[src/rtl/instr_fetch_pkg.sv]
// Shared constants and FSM encodings for the instruction fetch unit.
// FETCH_BOUND_CHECK_EN adds the FAULT state to the encoding.
package instr_fetch_pkg;

  localparam int unsigned INSTR_MEM_SIZE = 128;
  localparam logic [31:0] NOP_INSTR      = 32'h0000_0000;

`ifdef FETCH_BOUND_CHECK_EN
  typedef enum logic [0:0] {
    RUN   = 1'b0,
    FAULT = 1'b1
  } fetch_state_t;
`else
  typedef enum logic [0:0] {
    RUN = 1'b0
  } fetch_state_t;
`endif

  // Sequential successor address, wrapping to 0 at the end of instruction memory.
  function automatic logic [31:0] wrap_add4(input logic [31:0] pc, input logic [31:0] size);
    logic [31:0] sum;
    sum = pc + 32'd4;
    return (sum >= size) ? 32'd0 : sum;
  endfunction

endpackage

[src/rtl/instr_fetch_pc_reg.sv]
// Program counter register with sequential next-PC and end-of-memory wrap.
module pc_reg
  import instr_fetch_pkg::*;
#(
  parameter logic [31:0] RESET_PC = 32'd0,
  parameter int unsigned IM_SIZE  = INSTR_MEM_SIZE
) (
  input  logic        clk,
  input  logic        rst_n,
  input  logic        advance,
  input  logic        load,
  input  logic [31:0] target,
  output logic [31:0] pc,
  output logic [31:0] next_pc
);

  localparam logic [31:0] IM_BYTES = 32'(IM_SIZE);

  assign next_pc = wrap_add4(pc, IM_BYTES);

  // A load (redirect) outranks a sequential advance.
  always_ff @(posedge clk or negedge rst_n) begin
    if (!rst_n) begin
      pc <= RESET_PC;
    end else if (load) begin
      pc <= target;
    end else if (advance) begin
      pc <= next_pc;
    end
  end

endmodule

[src/rtl/instr_fetch.sv]
// Instruction fetch stage: PC, IF/ID pipeline register and fetch control FSM.
// Define FETCH_BOUND_CHECK_EN to halt in FAULT on misaligned or out-of-range redirects.
module instr_fetch
  import instr_fetch_pkg::*;
#(
  parameter logic [31:0] RESET_PC = 32'd0,
  parameter int unsigned IM_SIZE  = INSTR_MEM_SIZE
) (
  input  logic        clk,
  input  logic        rst_n,
  input  logic        stall,
  input  logic        redirect_valid,
  input  logic [31:0] redirect_pc,
  output logic [31:0] InstrAddr,
  input  logic [31:0] Instr,
  output logic        ifid_valid,
  output logic [31:0] ifid_instr,
  output logic [31:0] ifid_pc,
  output logic [31:0] ifid_pc_plus4,
  output logic        fetch_fault
);

  localparam logic [31:0] IM_BYTES = 32'(IM_SIZE);

  fetch_state_t state_reg, state_next;
  logic [31:0]  pc, next_pc, target;
  logic         pc_load, pc_advance, ifid_capture, ifid_flush;

`ifdef FETCH_BOUND_CHECK_EN
  logic target_bad;
  assign target      = redirect_pc;
  assign target_bad  = (redirect_pc[1:0] != 2'b00) || (redirect_pc > (IM_BYTES - 32'd4));
  assign fetch_fault = (state_reg == FAULT);
`else
  assign target      = (redirect_pc & ~32'h3) % IM_BYTES;
  assign fetch_fault = 1'b0;
`endif

  pc_reg #(
    .RESET_PC (RESET_PC),
    .IM_SIZE  (IM_SIZE)
  ) u_pc_reg (
    .clk     (clk),
    .rst_n   (rst_n),
    .advance (pc_advance),
    .load    (pc_load),
    .target  (target),
    .pc      (pc),
    .next_pc (next_pc)
  );

  assign InstrAddr = pc;

  always_ff @(posedge clk or negedge rst_n) begin
    if (!rst_n) begin
      state_reg <= RUN;
    end else begin
      state_reg <= state_next;
    end
  end

  // Redirect wins over stall; any state other than RUN freezes everything.
  always_comb begin
    state_next   = state_reg;
    pc_load      = 1'b0;
    pc_advance   = 1'b0;
    ifid_capture = 1'b0;
    ifid_flush   = 1'b0;
    case (state_reg)
      RUN: begin
        if (redirect_valid) begin
          ifid_flush = 1'b1;
`ifdef FETCH_BOUND_CHECK_EN
          if (target_bad) begin
            state_next = FAULT;
          end else begin
            pc_load = 1'b1;
          end
`else
          pc_load = 1'b1;
`endif
        end else if (!stall) begin
          pc_advance   = 1'b1;
          ifid_capture = 1'b1;
        end
      end
      default: ;
    endcase
  end

  always_ff @(posedge clk or negedge rst_n) begin
    if (!rst_n) begin
      ifid_valid    <= 1'b0;
      ifid_instr    <= NOP_INSTR;
      ifid_pc       <= 32'd0;
      ifid_pc_plus4 <= 32'd0;
    end else if (ifid_flush) begin
      ifid_valid <= 1'b0;
      ifid_instr <= NOP_INSTR;
    end else if (ifid_capture) begin
      ifid_valid    <= 1'b1;
      ifid_instr    <= Instr;
      ifid_pc       <= pc;
      ifid_pc_plus4 <= next_pc;
    end
  end

endmodule

[config.mk]
export PLATFORM = sky130hd
export DESIGN_NAME = instr_fetch
export DESIGN_NICKNAME = d
export VERILOG_FILES = /design/src/rtl/instr_fetch_pkg.sv /design/src/rtl/instr_fetch_pc_reg.sv /design/src/rtl/instr_fetch.sv
export SDC_FILE = /design/constraint.sdc
export NUM_CORES = 1
export LEC_CHECK = 0
export CORE_AREA = 2 2 113 115
export CTS_CLUSTER_DIAMETER = 200
export DETAILED_ROUTE_END_ITERATION = 7
export DIE_AREA = 0 0 115 117
export PLACE_DENSITY_LB_ADDON = 0.05
export RECOVER_POWER = 25
export SLEW_MARGIN = 20
export SYNTH_ARGS = -nofsm -noshare
export SYNTH_HDL_FRONTEND = slang
export SYNTH_SLANG_ARGS = --single-unit
[constraint.sdc]
create_clock -name clk -period 3.1 [get_ports clk]
set_input_delay 0.775 -clock clk [delete_from_list [all_inputs] [get_ports clk]]
set_output_delay 0.775 -clock clk [all_outputs]
set_load 0.01 [all_outputs]
==> results.txt <==
- Outcome: complete, but fails checks
- Violations in the final reports: max-capacitance violations, max-slew violations
* Dominant register cell in the synthesized netlist: dfrtp_1
- Clk root buf: clkbuf_16
- Share of async-settable or async-resettable flops after synthesis: 1.00
* Net count after synthesis: just over 500
* Number of I/O pins: 198
* Share of post-route cells with drive strength above 1: 0.115
* Worst setup path start: u_pc_reg.pc[2]
* Internal cell power: 3160 uW
- Vias: roughly 4000
- Synthesis instantiated 59 different standard cells from the library.
- Nature of the critical path endpoint: flop
- Footprint of the flip-flops and latches: between 0.003 and 0.004 sq mm
- Entering global routing, the biggest net connects between 70 and 80 pins.
- Final nets: just under 700
- Number of enable-type register cells in the synthesized netlist: 0
- Antenna violations before repair: 0
- Starting DRT DRC Count: 150
- In the global route stage, overall resource usage came out at 0.204.
* Hold wc startpoint: ifid_pc_plus4[29]
- Tightest Pin Transition: roughly 1.8 ns
- Clk buf depth: 2
- Synthesized instance count: ~440
- For this design the total switching power over the nets is approximately 930 uW.
* Final hold violations: 0
* Final worst path period share: 0.826
- 0 antenna diodes ended up in the layout.
* Clock slew at the register clock pins of the worst setup and hold paths: 0.06 ns
* Effective utilization at floorplan: 0.442
- For this run the aggregate overflow at the end of global routing stands at 0.
- Switching power share of the total: 0.228
* Filler cells: about 1000
- Buffer and inverter count on the worst path: 0
- In the post-synthesis netlist, the biggest area contributors are dfrtp_1, mux2i_1, and2_1, mux2_1, nor2_1.
* Dominant cell by count in the synthesized netlist: dfrtp_1
- Total negative setup slack: 0 ns
* Total iterations of the first detailed-routing run: 4
- Minimum setup slack in the final design: 0.541 ns
- The path class of the tightest hold or removal check is reg2reg.
- The signal on the critical path passes through ha_1 -> nand3_2 -> nor4_2 -> nand2_1 -> a211oi_2 -> nand4_4 -> nor2_4 -> a22o_1.
* Die Outline Area: ~0.013 sq mm
- Min Tclk post-route: approximately 2.6 ns
- In this run the worst path has a maximum fanout of 9.
- Setup violations remaining at the end of the flow were counted as 0.
- Of the synthesized area, sequential elements account for 0.594.
* Global placement routability congestion: roughly 0.81
* Clock sink count: 129
- Growth of design area from synthesis to finish: 44.3%
- Data arrival at the endpoint of the critical path: slightly below 3 ns
- Average cell area after synthesis: 12.3 sq um
- TritonCTS created 17 clock buffers.
- Hold is met by between 0.4 and 0.5 ns.
- Hold repair after CTS inserted 0 buffers.
* Share of total power in sequential cells: 0.436
- Counting flops and latches in the post-synthesis netlist gives approximately 130.
- Maximum frequency from static timing analysis: around 390 MHz
- HPWL after detailed placement: about 8.8 mm
- Fin. max-slew vios: 71
- The via count of the first global-routing pass was roughly 4100.
- In this run the standard cell core region covers roughly 0.012 sq mm.
- STA classifies the critical path startpoint as a flop.
- In the final layout, the multi-input gates occupy ~0.0021 sq mm.
- Layout Utilization: 0.637
* Static power due to leakage: between 0.003 and 0.004 uW
- Mapped cell area: around 0.0054 sq mm
- Crit path max-delay family: simple AND/OR/NAND/NOR gates
* Clk_skew: approximately 0.008 ns
* DR vias/cell: a little over 5
- Post-placement worst setup slack: just under 0.5 ns
* RSZ-0062 raised after global routing: false
- The share of synthesized area in the top cell type comes to 0.594.
- Post-CTS timing repair inserted 0 buffers for setup.
- Cell type with the largest total area after synthesis: dfrtp_1
- Cts repair resizes: 0
* Chip width: 115 microns
* First-pass GRT wire length: 21.1 mm
* Clock network latency to the later pin of the worst-skew pair: 0.41 ns
- For this run, the number of Yosys warnings is 0.
- TritonCTS clock tree: done
- Cell with the biggest individual delay on the critical path: dfrtp_1
- After layout, the design draws a total of 4100 uW.
- Total of max-cap violations: 1
* Die span in y: 117 microns
- For the worst setup path, the data required time is between 3 and 4 ns.
- The share of total power dissipated in combinational logic is 0.094.
- Headroom to the max-slew limit came out at -0.186.
* Maximum level of the CTS H-tree: 4
- Critical register-to-register path startpoint: u_pc_reg.pc[2]
* Critical Path Max Stage Delay: 0.50 ns
- The worst-case IR drop observed on VDD is around 0.00037 V.
- Critical path type: reg2reg
- The final layout contains routed wiring with a total length of 12.8 mm.
- After floorplanning, the core was divided into about 40 placement rows.
- In the final routed layout, each cell accounts on average for 16.4 microns.
* Power Density: roughly 520 mW/mm^2
* Part of the total power dissipated in the clock network: 0.470
- After detailed routing, the number of remaining DRC violations is 0.
- Once detail routing completed, the nets flagged for antenna violations numbered 0.
- By count the netlist is led by dfrtp_1, and2_1, nor2_1.
- Input and output buffers added on the ports amount to 169.
cells in the final DEF, fill, tap and decap left out, types with 3 or more instances in the layout:
cell type	netlist	layout
mux2_1	21	21
nand4_2	3	3
buf_4	1	8
nor4_1	3	3
nand2b_1	3	3
a22o_1	7	7
dfrtp_1	129	129
o21a_1	3	3
a31oi_1	3	3
clkinvlp_4	0	3
nand4_1	5	5
mux2_2	7	7
nand3_1	5	5
nand2_1	21	21
clkdlybuf4s50_1	0	167
and4_1	3	3
nor3_1	5	5
nor3b_1	3	3
or2_2	2	3
nor4_2	3	3
a211o_1	4	4
clkbuf_16	0	17
mux2i_1	37	37
a21oi_1	3	3
clkinv_2	0	6
a211oi_1	3	3
o21ai_1	6	6
nand3_2	3	3
nor2_1	42	42
inv_1	5	5
and2_1	50	50
worst paths after layout:
path                       slack [ns]           endpoint  depth (start not counted)
max                              0.54   ifid_pc_plus4[0]                          8
min                              0.48  ifid_pc_plus4[29]                          1
max reg2reg                      0.54   ifid_pc_plus4[0]                          8
min reg2reg                      0.48  ifid_pc_plus4[29]                          1
min in group asynchronous        0.83        ifid_pc[15]                          1
max in group asynchronous        1.20  ifid_pc_plus4[28]                          2
final cells by class:
cell class	instances	area share
flip-flops and latches	129	0.411
multi-input cells	282	0.265
repair buffers	178	0.224
clock buffers	21	0.0587
well taps	150	0.0239
clock inverters	11	0.0143
inverters	5	0.00239
power by group through the flow:
stage | logic, uW | clock network (uW) | registers (uW)
after floorplan | 127 | 0 | 1840
after global placement | 391 | 0 | 1810
after detailed placement | 395 | 0 | 1810
after CTS | 397 | 1970 | 1790
after global routing | 424 | 2050 | 1800
final | 387 | 1920 | 1790
cells by family (layout without fill, tap and decap cells):
kind of cell               count (synthesis)  in the layout  synth area share
AOI/OAI and AO/OA                         43             43            0.0656
xor gates and xnor gates                   3              3           0.00483
and+or+nand+nor                          169            169             0.183
muxes                                     65             65             0.126
buffers and inverters                     31            215            0.0239
adders and majority gates                  1              1           0.00230
other                                      1              1          0.000690
DFF                                      129            129             0.594
metal layers:
metal,vias to the layer above,wire length (microns),track usage
met1,1944,5290,0.246
met2,117,6110,0.322
met4,0,235,0.0819
met5,-,0,0
met3,18,1120,0.0942
li1,1890,-,-
stage by stage:
step,cells,area [sq um]
2_1_floorplan,442,5440
3_3_place_gp,744,7280
3_5_place_dp,744,7280
4_1_cts,776,7850
5_1_grt,776,7850
6_report,776,7850
worst register-to-register path: stages (launching register included):
cell and delay [ns]:
dfrtp_1 0.50, ha_1 0.25, nand3_2 0.18, nor4_2 0.41, nand2_1 0.12, a211oi_2 0.36
nand4_4 0.21, nor2_4 0.28, a22o_1 0.18
(Power assumes the default switching activity.)
